<file path="src/rtl/imem_loader_if.sv">
// ---------------------------------------------------------------------------
// imem_loader_if
//   Signal bundle between the boot host and the instruction-memory loader.
//
//   Command : start, load_len, abort           (host -> loader)
//   Stream  : byte_valid, byte_data            (host -> loader)
//             byte_ready                       (loader -> host)
//   Memory  : wr_en, wr_addr, wr_data          (loader -> instruction memory)
//   Status  : busy, cpu_hold, done, err        (loader -> system)
//
//   master : host / system side
//   slave  : loader side
// ---------------------------------------------------------------------------
interface imem_loader_if #(
    parameter int ADDR_W = 5,
    parameter int DATA_W = 32
);
    logic              start;
    logic [ADDR_W:0]   load_len;
    logic              abort;
    logic              byte_valid;
    logic [7:0]        byte_data;
    logic              byte_ready;
    logic              wr_en;
    logic [ADDR_W-1:0] wr_addr;
    logic [DATA_W-1:0] wr_data;
    logic              busy;
    logic              cpu_hold;
    logic              done;
    logic              err;

    modport master (
        output start, load_len, abort, byte_valid, byte_data,
        input  byte_ready, wr_en, wr_addr, wr_data, busy, cpu_hold, done, err
    );

    modport slave (
        input  start, load_len, abort, byte_valid, byte_data,
        output byte_ready, wr_en, wr_addr, wr_data, busy, cpu_hold, done, err
    );
endinterface

</file>
<file path="src/rtl/imem_loader.sv">
// ---------------------------------------------------------------------------
// imem_loader
//   Boot-time writer for the instruction memory. Assembles a big-endian byte
//   stream into 32-bit words, writes them to consecutive addresses starting
//   at 0, and holds the CPU off until the image is complete.
//
//   clk    : system clock, rising edge
//   reset  : asynchronous, active-low reset
//   bus    : imem_loader_if.slave
//            start/load_len/abort   load command and cancel
//            byte_valid/byte_data/byte_ready   byte stream handshake
//            wr_en/wr_addr/wr_data  instruction-memory write port
//            busy/cpu_hold/done/err status (done and err are 1-cycle pulses)
// ---------------------------------------------------------------------------
module imem_loader #(
    parameter int ADDR_W = 5,
    parameter int DATA_W = 32
) (
    input  logic          clk,
    input  logic          reset,
    imem_loader_if.slave  bus
);
    localparam int              DEPTH   = 1 << ADDR_W;
    localparam logic [ADDR_W:0] MAX_LEN = (ADDR_W + 1)'(DEPTH);

    typedef enum logic [1:0] {IDLE, RECV, WRITE, DONE} state_t;

    state_t              state;
    logic [1:0]          byte_cnt;
    logic [ADDR_W-1:0]   word_idx;
    logic [ADDR_W-1:0]   last_idx;  // load_len - 1, latched at start
    // Only the first three bytes need storing; the fourth goes straight
    // into wr_data alongside them.
    logic [DATA_W-9:0]   partial;

    logic                len_ok;
    logic [DATA_W-1:0]   next_word;

    assign len_ok    = (bus.load_len != '0) && (bus.load_len <= MAX_LEN);
    assign next_word = {partial, bus.byte_data};

    // All outputs are registered and updated together with the state, so
    // each output reflects the state it belongs to in the same cycle.
    always_ff @(posedge clk or negedge reset) begin
        if (!reset) begin
            state          <= IDLE;
            byte_cnt       <= '0;
            word_idx       <= '0;
            last_idx       <= '0;
            partial        <= '0;
            bus.byte_ready <= 1'b0;
            bus.wr_en      <= 1'b0;
            bus.wr_addr    <= '0;
            bus.wr_data    <= '0;
            bus.busy       <= 1'b0;
            bus.cpu_hold   <= 1'b0;
            bus.done       <= 1'b0;
            bus.err        <= 1'b0;
        end else begin
            // NOTE: non-blocking throughout so every register samples
            // pre-edge values; the defaults below are overridden later in
            // the same block where a pulse is wanted.
            bus.wr_en <= 1'b0;
            bus.done  <= 1'b0;
            bus.err   <= 1'b0;

            case (state)
                IDLE: begin
                    if (bus.start) begin
                        if (len_ok) begin
                            state          <= RECV;
                            last_idx       <= ADDR_W'(bus.load_len - (ADDR_W + 1)'(1));
                            word_idx       <= '0;
                            byte_cnt       <= '0;
                            bus.byte_ready <= 1'b1;
                            bus.busy       <= 1'b1;
                            bus.cpu_hold   <= 1'b1;
                        end else begin
                            bus.err <= 1'b1;
                        end
                    end
                end

                RECV: begin
                    if (bus.abort) begin
                        state          <= IDLE;
                        bus.err        <= 1'b1;
                        bus.byte_ready <= 1'b0;
                        bus.busy       <= 1'b0;
                        bus.cpu_hold   <= 1'b0;
                    end else if (bus.byte_valid && bus.byte_ready) begin
                        partial  <= next_word[DATA_W-9:0];
                        byte_cnt <= byte_cnt + 2'd1;
                        if (byte_cnt == 2'd3) begin
                            state          <= WRITE;
                            bus.byte_ready <= 1'b0;
                            bus.wr_en      <= 1'b1;
                            bus.wr_addr    <= word_idx;
                            bus.wr_data    <= next_word;
                        end
                    end
                end

                // The write itself is already on the bus this cycle; abort
                // only prevents further words.
                WRITE: begin
                    if (bus.abort) begin
                        state        <= IDLE;
                        bus.err      <= 1'b1;
                        bus.busy     <= 1'b0;
                        bus.cpu_hold <= 1'b0;
                    end else if (word_idx == last_idx) begin
                        state    <= DONE;
                        bus.done <= 1'b1;
                        bus.busy <= 1'b0;
                    end else begin
                        state          <= RECV;
                        word_idx       <= word_idx + ADDR_W'(1);
                        byte_cnt       <= '0;
                        bus.byte_ready <= 1'b1;
                    end
                end

                DONE: begin
                    state        <= IDLE;
                    bus.cpu_hold <= 1'b0;
                end

                default: state <= IDLE;
            endcase
        end
    end
endmodule

</file>
<file path="src/flat_wrapper.sv">
// flat-port wrapper written by rule: the top's interface ports become plain ports
module imem_loader_flat 
#(
    parameter int ADDR_W = 5,
    parameter int DATA_W = 32
)
  (clk, reset, bus_start, bus_load_len, bus_abort, bus_byte_valid, bus_byte_data, bus_byte_ready, bus_wr_en, bus_wr_addr, bus_wr_data, bus_busy, bus_cpu_hold, bus_done, bus_err);
  imem_loader_if #(.ADDR_W(ADDR_W), .DATA_W(DATA_W)) bus_i ();
  input  logic clk;
  input  logic reset;
  input wire logic [$bits(bus_i.start)-1:0] bus_start;
  input wire logic [$bits(bus_i.load_len)-1:0] bus_load_len;
  input wire logic [$bits(bus_i.abort)-1:0] bus_abort;
  input wire logic [$bits(bus_i.byte_valid)-1:0] bus_byte_valid;
  input wire logic [$bits(bus_i.byte_data)-1:0] bus_byte_data;
  output wire logic [$bits(bus_i.byte_ready)-1:0] bus_byte_ready;
  output wire logic [$bits(bus_i.wr_en)-1:0] bus_wr_en;
  output wire logic [$bits(bus_i.wr_addr)-1:0] bus_wr_addr;
  output wire logic [$bits(bus_i.wr_data)-1:0] bus_wr_data;
  output wire logic [$bits(bus_i.busy)-1:0] bus_busy;
  output wire logic [$bits(bus_i.cpu_hold)-1:0] bus_cpu_hold;
  output wire logic [$bits(bus_i.done)-1:0] bus_done;
  output wire logic [$bits(bus_i.err)-1:0] bus_err;
  assign bus_i.start = bus_start;
  assign bus_i.load_len = bus_load_len;
  assign bus_i.abort = bus_abort;
  assign bus_i.byte_valid = bus_byte_valid;
  assign bus_i.byte_data = bus_byte_data;
  assign bus_byte_ready = bus_i.byte_ready;
  assign bus_wr_en = bus_i.wr_en;
  assign bus_wr_addr = bus_i.wr_addr;
  assign bus_wr_data = bus_i.wr_data;
  assign bus_busy = bus_i.busy;
  assign bus_cpu_hold = bus_i.cpu_hold;
  assign bus_done = bus_i.done;
  assign bus_err = bus_i.err;
  imem_loader #(.ADDR_W(ADDR_W), .DATA_W(DATA_W)) u_core (.clk(clk), .reset(reset), .bus(bus_i));
endmodule
</file>
<file path="config.mk">
export PLATFORM = sky130hd
export DESIGN_NAME = imem_loader_flat
export DESIGN_NICKNAME = d
export VERILOG_FILES = /design/src/rtl/imem_loader_if.sv /design/src/rtl/imem_loader.sv /design/src/flat_wrapper.sv
export SDC_FILE = /design/constraint.sdc
export NUM_CORES = 1
export LEC_CHECK = 0
export BUFFER_PORTS_ARGS = -buffer_cell sky130_fd_sc_hd__buf_2
export CAP_MARGIN = 5
export CORE_MARGIN = 8
export CORE_UTILIZATION = 50
export DETAILED_ROUTE_END_ITERATION = 12
export GPL_TIMING_DRIVEN = 0
export PLACE_DENSITY = 0.78
export SYNTH_ARGS = -nofsm -noshare
export SYNTH_HDL_FRONTEND = slang
export SYNTH_SLANG_ARGS = --single-unit
</file>
<file path="constraint.sdc">
create_clock -name clk -period 2.8 [get_ports clk]
set_input_delay 0.28 -clock clk [delete_from_list [all_inputs] [get_ports clk]]
set_output_delay 0.28 -clock clk [all_outputs]
set_load 0.02 [all_outputs]
</file>
==> results of run 1 <==
[critical path: cells and delay by family (launching register included)]
kind	cells	cell delay (ns)
buffers and inverters	5	0.95
DFF	1	0.41
muxes	1	0.37
and+or+nand+nor	3	0.34
adders and majority gates	1	0.20
[state kept, by name, indices dropped and copies added, names as in the netlist, 2 cells and up]
| register | cells |
|---|---|
| u_core.bus.wr_data | 32 |
| u_core.partial | 24 |
| u_core.bus.wr_addr | 5 |
| u_core.last_idx | 5 |
| u_core.word_idx | 5 |
| u_core.byte_cnt | 2 |
| u_core.state | 2 |
[cells in the final DEF, fill, tap and decap left out, types with 5 or more instances in the layout]
cell type,Yosys,routed
buf_2,5,65
clkbuf_8,0,11
dfrtp_1,81,81
ha_1,8,8
inv_1,10,10
mux2_1,7,7
mux2_2,33,33
nand2_1,82,82
nor2_1,9,9
o21ai_0,5,5
xor2_1,5,5
[power by group]
group          internal, mW  switching (mW)
Clock                 0.373           0.422
Sequential             1.42           0.186
Combinational         0.338           0.480
Total                  2.13            1.09
[logic make-up (layout without fill, tap and decap cells)]
| group | after synthesis | in the layout |
|---|---|---|
| simple gates | 111 | 111 |
| flops | 81 | 81 |
| mux | 43 | 43 |
| compound gates | 23 | 23 |
| buf+inv | 21 | 100 |
| fa+ha+maj | 8 | 8 |
| xor+xnor | 8 | 8 |
[cell type report]
class	instances	area (sq um)
tap	80	100.1
fill	552	2648
multi-input combinational	193	1314
clock inverter	5	37.54
timing repair buffer	63	345.3
sequential	81	2027
buffer	11	58.81
inverter	10	37.54
clock buffer	11	151.4
[stage by stage]
| step | util, % | hold slack, ns | setup slack (ns) | total power [mW] | cell area [sq um] |
|---|---|---|---|---|---|
| after detailed placement | 57.64 | 0.1225 | 0.4269 | 2.450 | 3872 |
| after CTS | 60.60 | 0.1200 | 0.4166 | 3.252 | 4071 |
| after floorplan | - | -0.01559 | 0.7636 | 2.188 | 3437 |
| after global routing | 60.60 | 0.1411 | 0.2318 | 3.435 | 4071 |
| final | 60.60 | 0.1360 | 0.4201 | 3.222 | 4071 |
| after global placement | 57.19 | 0.4611 | 0.4954 | 2.409 | 3842 |
[worst paths after layout]
kind	start	cells after the start	end
min in group asynchronous	reset	2	u_core.bus.wr_data[6]
max reg2reg	u_core.state[1]	10	u_core.bus.wr_data[31]
max	u_core.state[1]	10	u_core.bus.wr_data[31]
min reg2reg	u_core.partial[23]	2	u_core.partial[23]
max in group asynchronous	reset	3	u_core.last_idx[2]
min	bus_byte_data[5]	3	u_core.partial[5]
[per-layer routing]
metal | GRT usage [%] | routed length (um) | vias up
met1 | 18.41 | 3165 | 1167
met5 | 0 | 0 | -
li1 | - | - | 1144
met2 | 23.23 | 3249 | 62
met4 | 7.910 | 132 | 0
met3 | 3.805 | 310 | 13
[what timing repair did]
action                     4_1_cts  5_1_grt
hold buffers                     1        0
hold endpoints to repair         7        0
setup endpoints to repair        0        0
==> impl_metrics.csv, run 1 <==
group,metric,value,unit
routing,wl_per_cell,15.11,um
logic_synthesis,synth_top_family_by_area,"simple AND/OR/NAND/NOR gates",
logic_synthesis,synth_mux_area_share,14.12,%
timing,setup_viol,0,
timing,finalHoldViolCount,0,
run_status,status,"finished, final reports clean",
clock_network,clkTransAtPathRegs,0.08,ns
placement,dp_hpwl,4.984,mm
logic_synthesis,synthSimpleGateAreaFrac,14.16,%
finish,syn2layout_area_growth,18.46,%
logic_synthesis,synth-compound-area-share,4.769,%
clock_network,clk_path_buf_depth,2,
logic_synthesis,synth.avg_cell_area,11.65,sq um
timing,finalClockSkew,0.008425,ns
clock_network,cts_resized,0,
logic_synthesis,syn-cell-area,3437,sq um
logic_synthesis,yosys.area.top_type,"dfrtp_1",
worst_setup_path,critPathArrivalTime,2.61,ns
logic_synthesis,ys.warnings.count,0,
routing,vias_per_cell,5.256,
routing,drt_first_pass_iters,4,
grt,grt_pass1_wl,11.56,mm
worst_setup_path,cpMostUsedCell,"buf_2",
logic_synthesis,synth_xor_area_share,2.257,%
timing,setup_tns,0,ns
grt,antenna_found_initial,0,
logic_synthesis,synthFlopType,"dfrtp_1",
logic_synthesis,netlist_instances,295,
worst_setup_path,max_stage_delay,0.41,ns
clock_network,cts_buffers,9,
clock_network,postCtsSetupBuffers,0,
min_path,min_path_type,"in2reg",
routing,routed_wl,6.858,mm
routing,drtIter0Drc,64,
floorplanning,core,6719,sq um
worst_setup_path,endpoint_kind,"flop",
logic_synthesis,syn-num-nets,322,
clock_network,cts_tree,"built",
worst_setup_path,crit_chain,"inv_1 > ha_1 > inv_1 > nor2_1 > and3_1 > buf_2 > nand2_1 > buf_2 > buf_2 > mux2_2",
logic_synthesis,ys_async_sr_fraction,100.0,%
worst_setup_path,cp_max_fo,10,
grt,grt.total_usage,14.84,%
power_and_ir_drop,powerDensity,791.4,nW/um^2
clock_network,h-tree-depth,3,
worst_setup_path,r2r_slack,0.42,ns
timing,rsz0062_at_grt,"false",
logic_synthesis,ys_seq_elements,81,
floorplanning,fp.dieW,98.91,um
logic_synthesis,synth.distinct_cells,38,
placement,gp_congestion,0.8066,
logic_synthesis,ys_top_cells_by_count,"nand2_1, dfrtp_1, mux2_2",
worst_setup_path,crit_path_top_delay_cell,"dfrtp_1",
clock_network,worstSkewPairLatency,0.35,ns
grt,globalRoute.totalOverflow,0,
finish,antenna-diode-count,0,
routing,ant_nets,0,
finish,nNetsFinal,396,
worst_setup_path,critPathKind,"reg2reg",
timing,slew-limit-headroom,69.82,%
timing,period_needed,2.380,ns
floorplanning,die-area,9783,sq um
logic_synthesis,yosys-top-cells-area,"dfrtp_1, mux2_2, nand2_1, ha_1, mux2_1",
job,cap_violations,0,
floorplanning,ios,62,
placement,dp.cells,437,
logic_synthesis,ys_seq_area_share,58.97,%
logic_synthesis,synth-edff-count,0,
placement,portBuffers,61,
clock_network,cts_num_sinks,81,
power_and_ir_drop,power.leakage,2.297,nW
routing,num_vias,2386,
logic_synthesis,synth_top_area_share,58.97,%
timing,period_share,85.00,%
grt,grt_start_max_net_pins,75,
finish,fin_cells,454,
floorplanning,row_count,30,
logic_synthesis,synthMostInstantiatedCell,"nand2_1",
logic_synthesis,synth_adder_area_share,2.912,%
floorplanning,die_y,98.91,um
grt,grt_pass1_vias,2416,
floorplanning,start_util,51.15,%
power_and_ir_drop,ir_drop,0.5968,mV
routing,drc,0,
clock_network,cts-root-buf,"clkbuf_8",
worst_setup_path,cp-start-kind,"flop",
timing,worst_pin_slew,0.4527,ns
timing,fmax,420.2,MHz
finish,drive_gt1_share,33.16,%
worst_setup_path,cp.required,3.03,ns
timing,slew_violations,0,
No activity file was read; power rests on OpenSTA's default activity.
==> inputs of run 2 (changes only) <==
Settings changed: PLACE_DENSITY 0.78 to 0.81.
Clock period 2.8 ns to 2.15 ns, I/O delays scaled along.
==> run 2 against run 1 <==
  * Clock power is 33% higher
  * Global-route usage is 0.15 points higher
  * Count of clock-buffer cells in the layout shrank 2
  * Register-to-register slack lost 0.31 ns
  * Die area did not move
  * Fmax up 17%
  * Clock skew increased by 0.00050 ns
  * Critical path type unchanged
  * Critical endpoint is now u_core.word_idx[3]
  * Largest power group unchanged
==> impl_metrics.csv, run 2 (synthesis gave the netlist of run 1 again) <==
group,metric,value,unit
run_status,status,"finished, final reports clean",
finish,layout_common_cells,"nand2_1, dfrtp_1, buf_2",
worst_setup_path,r2r_slack,0.11,ns
timing,slew_violations,0,
timing,slew-limit-headroom,69.54,%
routing,num_vias,2410,
grt,antenna_found_initial,0,
finish,nNetsFinal,400,
timing,setup_viol,0,
grt,grt_start_max_net_pins,51,
worst_setup_path,critPathArrivalTime,2.28,ns
min_path,min_path_type,"in2reg",
floorplanning,start_util,51.15,%
grt,grt.total_usage,14.99,%
grt,grt_pass1_vias,2551,
grt,globalRoute.totalOverflow,0,
finish,drive_gt1_share,34.92,%
finish,top_register,"u_core.bus.wr_data",
worst_setup_path,cp-start-kind,"flop",
placement,gp_congestion,0.8105,
job,cap_violations,0,
power_and_ir_drop,power.leakage,2.326,nW
routing,ant_nets,0,
min_path,hold_end,"u_core.partial[6]",
floorplanning,core,6719,sq um
worst_setup_path,reg2regPathDepth,6,
timing,worst_pin_slew,0.4534,ns
worst_setup_path,r2r-end,"u_core.word_idx[3]",
worst_setup_path,cp_max_fo,8,
finish,largest_reg_flops,32,
min_path,worstHoldStart,"bus_byte_data[6]",
finish,nFillCells,570,
routing,vias_per_cell,5.262,
floorplanning,die-area,9783,sq um
routing,drt_first_pass_iters,4,
timing,fmax,490.4,MHz
timing,finalHoldViolCount,0,
timing,setup_tns,0,ns
placement,portBuffers,61,
routing,routed_wl,6.931,mm
placement,dp.cells,437,
placement,placed_cell_area,3872,sq um
clock_network,clkTransAtPathRegs,0.10,ns
clock_network,worstSkewPairLatency,0.36,ns
finish,final_common_cell,"nand2_1",
placement,dp_hpwl,5.152,mm
worst_setup_path,cp.required,2.39,ns
worst_setup_path,endpoint_kind,"flop",
power_and_ir_drop,power,4.252,mW
floorplanning,ios,62,
clock_network,clk_path_buf_depth,2,
floorplanning,row_count,30,
timing,period_needed,2.039,ns
routing,drc,0,
finish,top_regs,"u_core.bus.wr_data x32, u_core.partial x24",
min_path,min_path_cells,3,
clock_network,cts_num_sinks,81,
floorplanning,fp.dieW,98.91,um
clock_network,cts_buffers,9,
grt,grt_pass1_wl,11.74,mm
finish,antenna-diode-count,0,
clock_network,h-tree-depth,3,
finish,stdcell_area,4133,sq um
timing,finalClockSkew,0.008927,ns
worst_setup_path,r2r-start,"u_core.state[1]",
clock_network,cts_tree,"built",
clock_network,cts-root-buf,"clkbuf_8",
routing,drtIter0Drc,87,
finish,fin_cells,458,
finish,syn2layout_area_growth,20.24,%
floorplanning,die_y,98.91,um
power_and_ir_drop,ir_drop,0.7198,mV
routing,wl_per_cell,15.13,um
worst_setup_path,critPathKind,"reg2reg",
timing,worst_slack,0.1110,ns
placement,pre_cts_slack,-0.2338,ns
timing,period_share,94.84,%
power_and_ir_drop,powerDensity,1029,nW/um^2
## run 2: worst max-delay path, cell delays in order, from the launching register on
cell and delay [ns]:
dfrtp_1 0.42, buf_4 0.15, ha_2 0.21, and2_1 0.17, a31o_1 0.22, or3_1 0.44
a211o_1 0.32
## run 2: worst max-delay path by stage
stage	from	end	slack, ns	cells past startpoint
after floorplan	u_core.state[1]	u_core.bus.wr_addr[4]	0.11	10
after global placement	u_core.state[1]	u_core.bus.wr_addr[1]	-0.15	10
after detailed placement	u_core.state[1]	u_core.bus.wr_data[22]	-0.23	10
after CTS	u_core.state[1]	u_core.bus.wr_addr[1]	0.01	10
after global routing	u_core.state[1]	u_core.bus.wr_data[30]	-0.01	10
final	u_core.state[1]	u_core.word_idx[3]	0.11	6
## run 2: layer usage
metal / part of all wire [%] / vias up / GRT usage, %
met3: 5.0 / 11 / 3.876
met4: 1.7 / 0 / 7.910
met1: 43 / 1191 / 17.75
li1: - / 1157 / -
met5: 0 / - / 0
met2: 50 / 51 / 24.48
## run 2: timing repair
| action | CTS | global route |
|---|---|---|
| endpoints found under the setup margin | 19 | 31 |
| gates resized for setup | 7 | 4 |
| setup buffers | 0 | 4 |
| endpoints found under the hold margin | 31 | 0 |
| hold buffers | 1 | 0 |
## run 2: area by class of cell
type                       count  area (sq um)  share of cell area [%]
clock inverter                 7         67.56                   1.635
tap                           80         100.1                   2.422
multi-input combinational    193          1321                   31.97
inverter                      10         37.54                  0.9083
timing repair buffer          67         375.4                   9.083
buffer                        11         80.08                   1.938
clock buffer                   9         123.9                   2.997
sequential                    81          2027                   49.05
## run 2: through the flow
stage / utilization, % / hold WS, ns
2_1_floorplan: - / -0.08059
3_3_place_gp: 57.19 / 0.4260
3_5_place_dp: 57.64 / 0.1869
4_1_cts: 60.95 / 0.04406
5_1_grt: 61.51 / 0.06102
6_report: 61.51 / 0.05675
## run 2: where the power goes
| group | leakage [nW] | internal (mW) | switching [mW] |
|---|---|---|---|
| logic | 1.14 | 0.457 | 0.631 |
| clock network | 0.0962 | 0.453 | 0.609 |
| registers | 1.09 | 1.85 | 0.250 |
| total | 2.33 | 2.76 | 1.49 |
==> inputs of run 3 (changes only) <==
Settings changed: CORE_ASPECT_RATIO set to 0.6, CORE_MARGIN 8 to 2, REMOVE_ABC_BUFFERS set to 1.
==> run 3 against run 2 <==
  * Sequential cell count did not move
  * Clock skew decreased by 0.0024 ns
  * Sequential share of layout area is 1.0 points lower
  * Core utilization grew 1.7 points
  * Routed wire length is 1.8% lower
  * Count of clock-buffer cells in the layout increased by 5
  * Non-clock buffer count is 11 lower
  * Critical path depth did not move
  * Global-route usage up 3.8 points
  * Register-to-register slack hardly changed
  * Die area decreased by 23%
  * Worst hold slack better by 0.032 ns
==> impl_metrics.csv, run 3 (synthesis gave the netlist of run 1 again) <==
group,metric,value,unit
timing,slew_violations,0,
min_path,min_path_type,"in2reg",
finish,largest_reg_flops,32,
finish,syn2layout_area_growth,22.82,%
clock_network,cts-root-buf,"clkbuf_16",
floorplanning,fp.dieW,111.0,um
routing,wl_per_cell,14.93,um
floorplanning,die-area,7575,sq um
finish,nFillCells,553,
timing,fmax,488.1,MHz
clock_network,clk_path_buf_depth,2,
power_and_ir_drop,ir_drop,0.7554,mV
placement,portBuffers,61,
worst_setup_path,cp-start-kind,"flop",
clock_network,cts_buffers,9,
clock_network,worstSkewPairLatency,0.33,ns
clock_network,cts_tree,"built",
min_path,min_path_cells,3,
worst_setup_path,crit_chain,"inv_1 > ha_2 > and2_1 > a31o_1 > or4_4 > a22o_1",
routing,drc,0,
worst_setup_path,crit_path_top_delay_cell,"or4_4",
clock_network,cts_num_sinks,81,
power_and_ir_drop,power.leakage,2.367,nW
worst_setup_path,endpoint_kind,"flop",
grt,antenna_found_initial,0,
floorplanning,row_count,23,
worst_setup_path,reg2regPathDepth,6,
clock_network,h-tree-depth,3,
worst_setup_path,cp_max_fo,8,
finish,top_register,"u_core.bus.wr_data",
run_status,status,"finished, final reports clean",
power_and_ir_drop,powerDensity,1123,nW/um^2
routing,drt_first_pass_iters,4,
worst_setup_path,cp.required,2.37,ns
timing,period_needed,2.049,ns
floorplanning,ios,62,
floorplanning,start_util,51.48,%
job,cap_violations,0,
grt,globalRoute.totalOverflow,0,
worst_setup_path,max_stage_delay,0.53,ns
timing,finalHoldViolCount,0,
finish,drive_gt1_share,34.15,%
power_and_ir_drop,power,4.743,mW
finish,utilization,63.23,%
timing,worst_pin_slew,0.5293,ns
worst_setup_path,cp_top_family,"simple AND/OR/NAND/NOR gates",
grt,grt.total_usage,18.77,%
finish,top_regs,"u_core.bus.wr_data x32, u_core.partial x24",
timing,setup_viol,0,
placement,gp_congestion,0.8436,
clock_network,clkTransAtPathRegs,0.06,ns
timing,slew-limit-headroom,64.51,%
worst_setup_path,crit_cells,6,
finish,nNetsFinal,391,
routing,routed_wl,6.809,mm
routing,ant_nets,0,
worst_setup_path,critPathKind,"reg2reg",
finish,antenna-diode-count,0,
timing,finalClockSkew,0.006574,ns
timing,setup_tns,0,ns
worst_setup_path,path_buf_inv,1,
finish,layout_common_cells,"nand2_1, dfrtp_1, buf_2",
floorplanning,die_y,68.22,um
routing,drtIter0Drc,104,
grt,grt_pass1_vias,2235,
worst_setup_path,critPathArrivalTime,2.27,ns
routing,num_vias,2369,
timing,period_share,95.28,%
grt,grt_start_max_net_pins,71,
grt,grt_pass1_wl,10.78,mm
floorplanning,core,6676,sq um
placement,dp_hpwl,4.263,mm
routing,vias_per_cell,5.195,
## run 3: cell count changes in the layout (fill, tap and decap cells not counted), moves of 2 or more
| cell | delta |
|---|---|
| clkbuf_16 | +9 |
| clkbuf_8 | -6 |
| buf_6 | -4 |
| inv_8 | -3 |
| buf_4 | -2 |
| clkbuf_1 | -2 |
| inv_6 | -2 |
## run 3: where the power goes
part	internal (mW)	switching (mW)
sequential	1.86	0.242
combinational	0.442	0.663
clock	0.992	0.547
## run 3: worst paths after layout
path                       slack (ns)               endpoint               start
setup reg to reg                 0.10     u_core.byte_cnt[0]     u_core.state[0]
hold reg to reg                  0.46     u_core.partial[21]  u_core.partial[21]
min in group asynchronous        0.27  u_core.bus.wr_data[7]               reset
hold / removal                   0.09      u_core.partial[5]    bus_byte_data[5]
setup / recovery                 0.10     u_core.byte_cnt[0]     u_core.state[0]
max in group asynchronous        1.31      u_core.partial[3]               reset
## run 3: per-layer routing
metal	GRT usage [%]	routed length, um
met2	28.76	3149
met1	24.48	3215
met5	0	0
met3	6.732	343
met4	8.642	101
## run 3: worst min-delay path, stage by stage
cell	delay, ns
buf_2	0.08
nand2_1	0.04
nand2_1	0.05
## run 3: repair_timing
action,CTS,global route
gates cloned,0,2
hold buffers,1,0
buffers inserted,0,4
pin swaps,0,2
setup endpoints to repair,64,66
resized for setup,5,2
endpoints found under the hold margin,11,0
## run 3: cell type report
class / count / area (sq um) / share of cell area [%]
Clock buffer: 14 / 274.0 / 6.491
Clock inverter: 2 / 35.03 / 0.8299
Inverter: 10 / 37.54 / 0.8892
Multi-Input combinational cell: 195 / 1364 / 32.31
Sequential cell: 81 / 2027 / 48.01
Tap cell: 87 / 108.9 / 2.579
Timing Repair Buffer: 67 / 375.4 / 8.892
## run 3: metrics by stage
| step | setup slack (ns) | area (sq um) | hold WS (ns) | std cells |
|---|---|---|---|---|
| after floorplan | -0.7562 | 3378 | -0.08059 | 284 |
| after global placement | -1.667 | 3792 | 0.4202 | 432 |
| after detailed placement | -1.221 | 3825 | 0.07237 | 433 |
| after CTS | -0.06129 | 4165 | 0.07678 | 450 |
| after global routing | -0.003574 | 4222 | 0.09662 | 456 |
| final | 0.1014 | 4222 | 0.08862 | 456 |
